## config.mk

```make
export PLATFORM = sky130hd
export DESIGN_NAME = mem_arbiter
export DESIGN_NICKNAME = d
export VERILOG_FILES = /design/src/rtl/mem_arbiter.sv
export SDC_FILE = /design/constraint.sdc
export NUM_CORES = 1
export LEC_CHECK = 0
export ABC_AREA = 1
export CAP_MARGIN = 5
export CORE_MARGIN = 1.5
export CORE_UTILIZATION = 35
export CTS_BUF_LIST = sky130_fd_sc_hd__clkbuf_8
export DETAILED_ROUTE_END_ITERATION = 7
export PLACE_DENSITY = 0.72
export SKIP_LAST_GASP = 1
export SYNTH_ARGS = -nofsm -noshare
export SYNTH_HDL_FRONTEND = slang
export SYNTH_SLANG_ARGS = --single-unit
```

## constraint.sdc

```tcl
create_clock -name clk -period 1.36 [get_ports clk]
set_input_delay 0.272 -clock clk [delete_from_list [all_inputs] [get_ports clk]]
set_output_delay 0.272 -clock clk [all_outputs]
set_load 0.05 [all_outputs]
```

## src/rtl/mem_arbiter.sv

```systemverilog
// Two-port arbiter between instruction fetch and data accesses onto a single
// halfword-wide memory; word accesses are split into two big-endian beats.
module mem_arbiter #(
   parameter  int MEM_DEPTH  = 2**12,
   localparam int ADDR_WIDTH = $clog2(MEM_DEPTH*2)
) (
   input  logic                  clk,
   input  logic                  rst,
   input  logic                  i_if_req,
   input  logic [ADDR_WIDTH-1:0] i_if_addr,
   output logic                  o_if_gnt,
   output logic                  o_if_valid,
   output logic [15:0]           o_if_data,
   input  logic                  i_d_req,
   input  logic                  i_d_we,
   input  logic [1:0]            i_d_size,
   input  logic [ADDR_WIDTH-1:0] i_d_addr,
   input  logic [31:0]           i_d_wdata,
   output logic                  o_d_gnt,
   output logic                  o_d_valid,
   output logic [31:0]           o_d_rdata,
   output logic                  o_d_err,
   output logic [ADDR_WIDTH-1:0] o_mem_addr,
   output logic                  o_mem_en,
   output logic                  o_mem_rd_en,
   output logic [0:1]            o_mem_wr_en,
   output logic [0:1][7:0]       o_mem_di,
   input  logic [0:1][7:0]       i_mem_do
);

   localparam logic [1:0] IDLE  = 2'd0;
   localparam logic [1:0] BEAT1 = 2'd1;
   localparam logic [1:0] RESP  = 2'd2;

   localparam logic [1:0] SIZE_BYTE = 2'b00;
   localparam logic [1:0] SIZE_HALF = 2'b01;
   localparam logic [1:0] SIZE_WORD = 2'b10;

   logic [1:0]            state, next_state;
   logic                  last_data;
   logic                  owner_data;
   logic                  lat_we;
   logic                  lat_err;
   logic [1:0]            lat_size;
   logic [ADDR_WIDTH-1:0] lat_addr;
   logic [15:0]           lat_wdata_lo;
   logic [15:0]           high;
   logic                  gnt_if, gnt_d, d_err_in;
   logic [ADDR_WIDTH-1:0] beat2_addr;

   assign d_err_in   = (i_d_size == 2'b11) || (i_d_addr[0] && (i_d_size != SIZE_BYTE));
   assign beat2_addr = {lat_addr[ADDR_WIDTH-1:1], 1'b0} + ADDR_WIDTH'(2);

   // Grants and first memory command come straight from the request inputs in
   // IDLE; reset masks them so every output is quiet while rst is low.
   always_comb begin
      next_state  = state;
      gnt_if      = 1'b0;
      gnt_d       = 1'b0;
      o_mem_en    = 1'b0;
      o_mem_rd_en = 1'b0;
      o_mem_wr_en = 2'b00;
      o_mem_addr  = '0;
      o_mem_di    = '0;
      o_if_valid  = 1'b0;
      o_if_data   = 16'h0000;
      o_d_valid   = 1'b0;
      o_d_err     = 1'b0;
      o_d_rdata   = 32'h0;
      case (state)
         IDLE: begin
            if (rst) begin
               gnt_d  = i_d_req & (~i_if_req | ~last_data);
               gnt_if = i_if_req & ~gnt_d;
               if (gnt_if) begin
                  o_mem_en    = 1'b1;
                  o_mem_rd_en = 1'b1;
                  o_mem_addr  = {i_if_addr[ADDR_WIDTH-1:1], 1'b0};
                  next_state  = RESP;
               end else if (gnt_d) begin
                  next_state = (!d_err_in && i_d_size == SIZE_WORD) ? BEAT1 : RESP;
                  if (!d_err_in) begin
                     o_mem_en   = 1'b1;
                     o_mem_addr = {i_d_addr[ADDR_WIDTH-1:1], 1'b0};
                     if (!i_d_we) begin
                        o_mem_rd_en = 1'b1;
                     end else if (i_d_size == SIZE_BYTE) begin
                        o_mem_wr_en = i_d_addr[0] ? 2'b01 : 2'b10;
                        o_mem_di    = {i_d_wdata[7:0], i_d_wdata[7:0]};
                     end else if (i_d_size == SIZE_HALF) begin
                        o_mem_wr_en = 2'b11;
                        o_mem_di    = i_d_wdata[15:0];
                     end else begin
                        o_mem_wr_en = 2'b11;
                        o_mem_di    = i_d_wdata[31:16];
                     end
                  end
               end
            end
         end
         BEAT1: begin
            o_mem_en   = 1'b1;
            o_mem_addr = beat2_addr;
            if (lat_we) begin
               o_mem_wr_en = 2'b11;
               o_mem_di    = lat_wdata_lo;
            end else begin
               o_mem_rd_en = 1'b1;
            end
            next_state = RESP;
         end
         RESP: begin
            if (!owner_data) begin
               o_if_valid = 1'b1;
               o_if_data  = i_mem_do;
            end else begin
               o_d_valid = 1'b1;
               o_d_err   = lat_err;
               if (!lat_err && !lat_we) begin
                  case (lat_size)
                     SIZE_BYTE: o_d_rdata = {24'h0, lat_addr[0] ? i_mem_do[1] : i_mem_do[0]};
                     SIZE_HALF: o_d_rdata = {16'h0, i_mem_do};
                     default:   o_d_rdata = {high, i_mem_do};
                  endcase
               end
            end
            next_state = IDLE;
         end
         default: next_state = IDLE;
      endcase
   end

   assign o_if_gnt = gnt_if;
   assign o_d_gnt  = gnt_d;

   // Request attributes are captured once at grant so later input changes
   // cannot disturb an access in flight.
   always_ff @(posedge clk or negedge rst) begin
      if (!rst) begin
         state        <= IDLE;
         last_data    <= 1'b0;
         owner_data   <= 1'b0;
         lat_we       <= 1'b0;
         lat_err      <= 1'b0;
         lat_size     <= 2'b00;
         lat_addr     <= '0;
         lat_wdata_lo <= 16'h0000;
         high         <= 16'h0000;
      end else begin
         state <= next_state;
         if (gnt_if || gnt_d) begin
            owner_data   <= gnt_d;
            last_data    <= gnt_d;
            lat_we       <= gnt_d & i_d_we;
            lat_err      <= gnt_d & d_err_in;
            lat_size     <= i_d_size;
            lat_addr     <= gnt_d ? i_d_addr : i_if_addr;
            lat_wdata_lo <= i_d_wdata[15:0];
         end
         if (state == BEAT1 && !lat_we) begin
            high <= i_mem_do;
         end
      end
   end

endmodule

```

==> impl_metrics.env, run 1 <==
export IMPL_status="finished, violations left"
export IMPL_failed_checks="negative setup slack"
export IMPL_grt_setup_unrepaired="yes"
export IMPL_nets=952
export IMPL_hold_class="in -> async"
export IMPL_slew_headroom_pct=53.9
export IMPL_slowest_delay_ns=0.43
export IMPL_viasPerCell=5.51
export IMPL_synth_edf_count=0
export IMPL_path_buf_inv=3
export IMPL_synth_fp_nets=671
export IMPL_core_um2=10300
export IMPL_power_per_cell_area_nw_per_um2=804
export IMPL_r2r_cells=10
export IMPL_synth_common_cells="nand2_1, inv_1, nor2_1, dfrtp_1, o21ai_0"
export IMPL_clk_latency_ns=0.32
export IMPL_synth_cells=589
export IMPL_syn_area_um2=3700
export IMPL_avgSynthCellArea_um2=6.28
export IMPL_fin_area_um2=9200
export IMPL_clkTransAtPathRegs_ns=0.10
export IMPL_fmax_mhz=442
export IMPL_root_buffer="clkbuf_8"
export IMPL_firstDrtPassIters=6
export IMPL_synth_cell_types=29
export IMPL_ant_nets=0
export IMPL_synth_area_leader_cell="dfrtp_1"
export IMPL_finClkSkew_ns=0.0121
export IMPL_grt_first_pass_wirelength_mm=26.1
export IMPL_p_leak_uw=0.00436
export IMPL_regToRegSetupSlack_ns=-0.35
export IMPL_rr_startpoint="state[1]"
export IMPL_vdd_drop_max_v=0.000524
export IMPL_ys_seq_area_share_pct=35.2
export IMPL_required_ns=1.09
export IMPL_drt_iter0_drc=471
export IMPL_place_area_um2=7880
export IMPL_synth_ff_type="dfrtp_1"
export IMPL_fin_util_pct=89.5
export IMPL_pre_cts_slack_ns=-0.828
export IMPL_ys_warn_count=0
export IMPL_portBuffers=165
export IMPL_wl_mm=20.6
export IMPL_yosysMostFrequentCell="nand2_1"
export IMPL_finalPower_uw=7390
export IMPL_grt_max_degree=53
export IMPL_setup_ws_ns=-0.901
export IMPL_path_max_fanout=5
export IMPL_gr_total_overflow=0
export IMPL_cts_buffers=5
export IMPL_cp_slowest_cell="dfrtp_1"
export IMPL_worstPathArrival_ns=1.99
export IMPL_crit_family="simple AND/OR/NAND/NOR gates"
export IMPL_clock_sinks=52
export IMPL_cp_cell_sequence="nor2_2 -> inv_1 -> buf_4 -> a21oi_1 -> nand2_1 -> nand3_4 -> buf_12"
export IMPL_drc=0
export IMPL_rr_endpoint="lat_addr[7]"
export IMPL_multi_input_area_um2=3350
export IMPL_num_rows=37
export IMPL_cts_tree="done"
export IMPL_fin_tns_setup_ns=-66.98
export IMPL_cts_max_level=2
export IMPL_final_max_slew_violation_count=0
export IMPL_yosys_top_cells_area="dfrtp_1, nand2_1, inv_1"
export IMPL_grtUsageTotal_pct=29.3
export IMPL_period_minus_slack_ns=2.26
export IMPL_drive_above_1_share_pct=52.9
export IMPL_regArea_um2=1300
export IMPL_period_share_pct=166
export IMPL_cts_buffer_depth=2
export IMPL_setup_violations_final=119
export IMPL_antenna_found_initial=1
export IMPL_path_class="reg -> out"
export IMPL_avgRoutedWirePerCell_um=20.4
export IMPL_first_global_vias=5318
export IMPL_routed_via_count=5557
export IMPL_hold_viol=0
export IMPL_drv_cap=0
export IMPL_async_reset_ff_share_pct=100
export IMPL_dieWidth_um=106
export IMPL_die_area_um2=11200
export IMPL_die_h_um=106
export IMPL_cts_hold_buf=0
export IMPL_start_kind="register"
export IMPL_synth_top_area_share_pct=35.2
export IMPL_ios=167
export IMPL_worst_pin_slew_ns=0.692
export IMPL_end_kind="output port"
export IMPL_initial_utilization_pct=36.0
export IMPL_ys_ff_latch=52
export IMPL_fillCellCount=431
export IMPL_place_congestion=0.921
export IMPL_syn_to_final_growth_pct=148
export IMPL_dp_hpwl_mm=11.5
where the power goes:
group	internal, uW	total [uW]	switching [uW]
logic	1870	4160	2290
registers	1930	2260	326
clock network	409	976	567
layer usage:
metal	vias to the layer above	GRT usage [%]	part of all wire [%]	wire, um
li1	2390	-	-	-
met3	126	5.19	8.9	1840
met4	0	11.3	5.7	1180
met5	-	0	0	0
met1	2622	32.4	35	7240
met2	419	55.0	50	10300
worst register-to-register path, cell delays in order (launching register included):
cell      delay (ns)
dfrtp_1         0.43
inv_2           0.09
nand3_4         0.10
buf_6           0.15
buf_6           0.11
nor2_4          0.14
buf_8           0.17
clkinv_8        0.10
buf_12          0.17
nand2_4         0.08
o21ai_2         0.06
cell usage in the layout (no fill, tap or decap), types with 2 or more instances in the layout:
cell type and count:
inv_8 2, o21ai_2 15, clkbuf_8 6, buf_12 101, nand3_4 12, o21ai_1 7, o21ai_0 38, nor3_4 11
inv_4 3, inv_1 66, nand3_1 13, inv_2 10, nor2_8 3, nand2_1 118, o211ai_1 7, dfrtp_1 51
clkbuf_2 2, nand2_8 3, clkdlybuf4s50_1 75, a21oi_4 8, nand4_1 2, nand2_4 73, a21oi_1 4, buf_4 88
nor2_1 24, nand3_2 6, buf_8 4, nand2_2 39, buf_6 14, a21o_1 2, clkbuf_16 4, buf_16 4
nor2_4 41, nor2_2 3
flip-flops by register name (all words and copies together), names as in the netlist:
signal and count:
high 16, lat_wdata_lo 16, lat_addr 13, lat_size 2, state 2, lat_err 1, lat_we 1, owner_data 1
per-stage QoR:
stage,hold slack (ns),instances
4_1_cts,0.255,994
3_3_place_gp,0.459,960
2_1_floorplan,-0.0236,589
6_report,0.250,1008
5_1_grt,0.320,1008
3_5_place_dp,0.465,960
timing repair:
action                                  in CTS  in global routing
setup buffers                               21                 13
pin swaps                                   23                 37
endpoints found under the setup margin     133                135
resized for setup                           75                151
gates cloned                                 7                  5
cell type report:
type,instances,share of cell area (%)
Clock buffer,6,0.898
Clock inverter,2,0.122
Sequential cell,52,14.2
Timing Repair inverter,1,0.122
Inverter,81,3.66
Timing Repair Buffer,296,42.7
Tap cell,136,1.85
Antenna cell,1,0.0272
Multi-Input combinational cell,433,36.4
how the worst max path moves through the flow:
| stage | from | end | slack, ns | cells after the start |
|---|---|---|---|---|
| after floorplan | state[0] | o_d_rdata[10] | -0.44 | 5 |
| after global placement | i_d_size[1] | o_mem_di[2] | -0.75 | 10 |
| after detailed placement | i_d_size[1] | o_mem_di[2] | -0.83 | 10 |
| after CTS | state[0] | o_d_rdata[10] | -0.69 | 8 |
| after global routing | state[1] | o_mem_addr[7] | -0.90 | 7 |
| final | state[1] | o_mem_addr[7] | -0.90 | 7 |
kinds of logic (layout without fill, tap and decap cells):
kind of cell	after synthesis	in the layout	synth area share, %
buffers and inverters	104	386	11.8
AO/OA/AOI/OAI	83	83	11.9
flip-flops	52	52	35.2
other	1	2	0.101
adder cells (fa/ha/maj)	1	1	0.338
AND/OR/NAND/NOR	348	348	40.7
Note: power is estimated with default switching activity, not from simulation.
==> run 2, diff against run 1 <==
--- a/config.mk
+++ b/config.mk
@@ -6,12 +6,15 @@
 export NUM_CORES = 1
 export LEC_CHECK = 0
 export ABC_AREA = 1
+export ABC_CLOCK_PERIOD_IN_PS = 1360
 export CAP_MARGIN = 5
 export CORE_MARGIN = 1.5
 export CORE_UTILIZATION = 35
 export CTS_BUF_LIST = sky130_fd_sc_hd__clkbuf_8
+export CTS_CLUSTER_DIAMETER = 200
 export DETAILED_ROUTE_END_ITERATION = 7
 export PLACE_DENSITY = 0.72
+export SKIP_CTS_REPAIR_TIMING = 1
 export SKIP_LAST_GASP = 1
 export SYNTH_ARGS = -nofsm -noshare
 export SYNTH_HDL_FRONTEND = slang
==> impl_metrics.env, run 2 (same netlist as run 1, synthesis figures left out) <==
export IMPL_grt_setup_unrepaired="yes"
export IMPL_vdd_drop_max_v=0.000446
export IMPL_drt_iter0_drc=225
export IMPL_final_common_cell="nand2_1"
export IMPL_grt_max_degree=53
export IMPL_antenna_found_initial=1
export IMPL_path_buf_inv=3
export IMPL_cts_buffers=5
export IMPL_routed_via_count=4908
export IMPL_p_comb_share_pct=53.3
export IMPL_fillCellCount=618
export IMPL_hold_viol=0
export IMPL_multi_input_area_um2=2910
export IMPL_grtUsageTotal_pct=25.6
export IMPL_reg_top3="high (16), lat_wdata_lo (16), lat_addr (13)"
export IMPL_finalPower_uw=6630
export IMPL_fin_tns_setup_ns=-56.86
export IMPL_syn_to_final_growth_pct=128
export IMPL_root_buffer="clkbuf_8"
export IMPL_finClkSkew_ns=0.0107
export IMPL_regToRegSetupSlack_ns=-0.17
export IMPL_cts_tree="done"
export IMPL_start_kind="register"
export IMPL_required_ns=1.09
export IMPL_initial_utilization_pct=36.0
export IMPL_worstPathArrival_ns=1.84
export IMPL_gr_total_overflow=0
export IMPL_avgRoutedWirePerCell_um=15.8
export IMPL_fin_cells=989
export IMPL_end_kind="output port"
export IMPL_period_minus_slack_ns=2.12
export IMPL_num_rows=37
export IMPL_slowest_delay_ns=0.41
export IMPL_cp_cell_sequence="inv_2 -> nand3_4 -> nor2_8 -> nand2_4 -> nor2_8 -> clkbuf_16 -> nand2_2 -> nand2_4 -> buf_12"
export IMPL_hold_class="in -> async"
export IMPL_clk_latency_ns=0.31
export IMPL_final_max_slew_violation_count=0
export IMPL_ios=167
export IMPL_cp_slowest_cell="dfrtp_1"
export IMPL_worst_pin_slew_ns=0.667
export IMPL_wl_mm=15.6
export IMPL_place_congestion=0.921
export IMPL_dp_hpwl_mm=11.5
export IMPL_setup_ws_ns=-0.757
export IMPL_rr_startpoint="state[0]"
export IMPL_num_antenna_cells=0
export IMPL_intPower_uw=3940
export IMPL_final_cell_mix="nand2_1, buf_12, buf_4"
export IMPL_ant_nets=0
export IMPL_clkTransAtPathRegs_ns=0.10
export IMPL_crit_family="simple AND/OR/NAND/NOR gates"
export IMPL_path_max_fanout=6
export IMPL_regArea_um2=1300
export IMPL_firstDrtPassIters=5
export IMPL_failed_checks="negative setup slack"
export IMPL_r2r_cells=8
export IMPL_clockPowerShare_pct=13.8
export IMPL_cts_buffer_depth=2
export IMPL_status="finished, violations left"
export IMPL_viasPerCell=4.96
export IMPL_slew_headroom_pct=55.5
export IMPL_p_leak_uw=0.00400
export IMPL_fin_util_pct=82.3
export IMPL_core_um2=10300
export IMPL_drive_above_1_share_pct=43.3
export IMPL_clock_sinks=52
export IMPL_p_sw_share_pct=40.6
export IMPL_setup_violations_final=133
export IMPL_period_share_pct=156
export IMPL_first_global_vias=4877
export IMPL_grt_first_pass_wirelength_mm=23.1
export IMPL_portBuffers=165
export IMPL_p_sw_uw=2690
export IMPL_drc=0
export IMPL_fmax_mhz=472
export IMPL_power_per_cell_area_nw_per_um2=785
export IMPL_die_area_um2=11200
export IMPL_dieWidth_um=106
export IMPL_cts_max_level=2
export IMPL_rr_endpoint="lat_addr[12]"
export IMPL_cp_depth=9
export IMPL_path_class="reg -> out"
export IMPL_drv_cap=0
export IMPL_seqPwrFrac_pct=32.9
export IMPL_dp_cells=960
export IMPL_die_h_um=106
export IMPL_nets=934
==> run 2: worst max path at each step <==
stage | from | end | slack [ns]
6_report | state[0] | o_mem_di[15] | -0.76
3_5_place_dp | i_d_size[1] | o_mem_di[2] | -0.83
5_1_grt | state[1] | o_mem_di[9] | -0.82
3_3_place_gp | i_d_size[1] | o_mem_di[2] | -0.75
2_1_floorplan | state[0] | o_d_rdata[10] | -0.44
4_1_cts | i_d_size[1] | o_mem_di[2] | -0.83
==> run 2: per-stage QoR <==
stage,hold slack [ns],setup WS (ns),area [um^2]
after detailed placement,0.465,-0.828,7880
after CTS,0.255,-0.832,7980
after global placement,0.459,-0.752,7880
final,0.233,-0.757,8450
after global routing,0.306,-0.819,8450
after floorplan,-0.0236,-0.436,4590
==> run 2: layout make-up <==
class / instances / area share [%]
clock inverter: 2 / 0.133
tap: 136 / 2.01
inverter: 81 / 4.07
timing repair inverter: 1 / 0.104
clock buffer: 6 / 0.977
sequential: 52 / 15.4
timing repair buffer: 278 / 42.8
multi-input combinational: 433 / 34.5
==> run 2: power groups by stage <==
stage	Clock, uW	Sequential, uW	Combinational, uW
3_3_place_gp	0	2180	3180
4_1_cts	936	2180	3300
6_report	915	2180	3540
2_1_floorplan	0	2170	1760
3_5_place_dp	0	2200	3280
5_1_grt	989	2230	3780
==> run 2: routing by layer <==
metal	global-route usage [%]	part of all wire [%]	up-vias
met5	0	0.11	-
met4	5.98	2.9	2
met3	4.02	5.5	38
met2	50.2	54	198
met1	28.4	37	2325
li1	-	-	2345
==> run 2: tightest hold or removal path: stages <==
cell,delay [ns]
buf_2,0.12
buf_4,0.11
buf_4,0.54
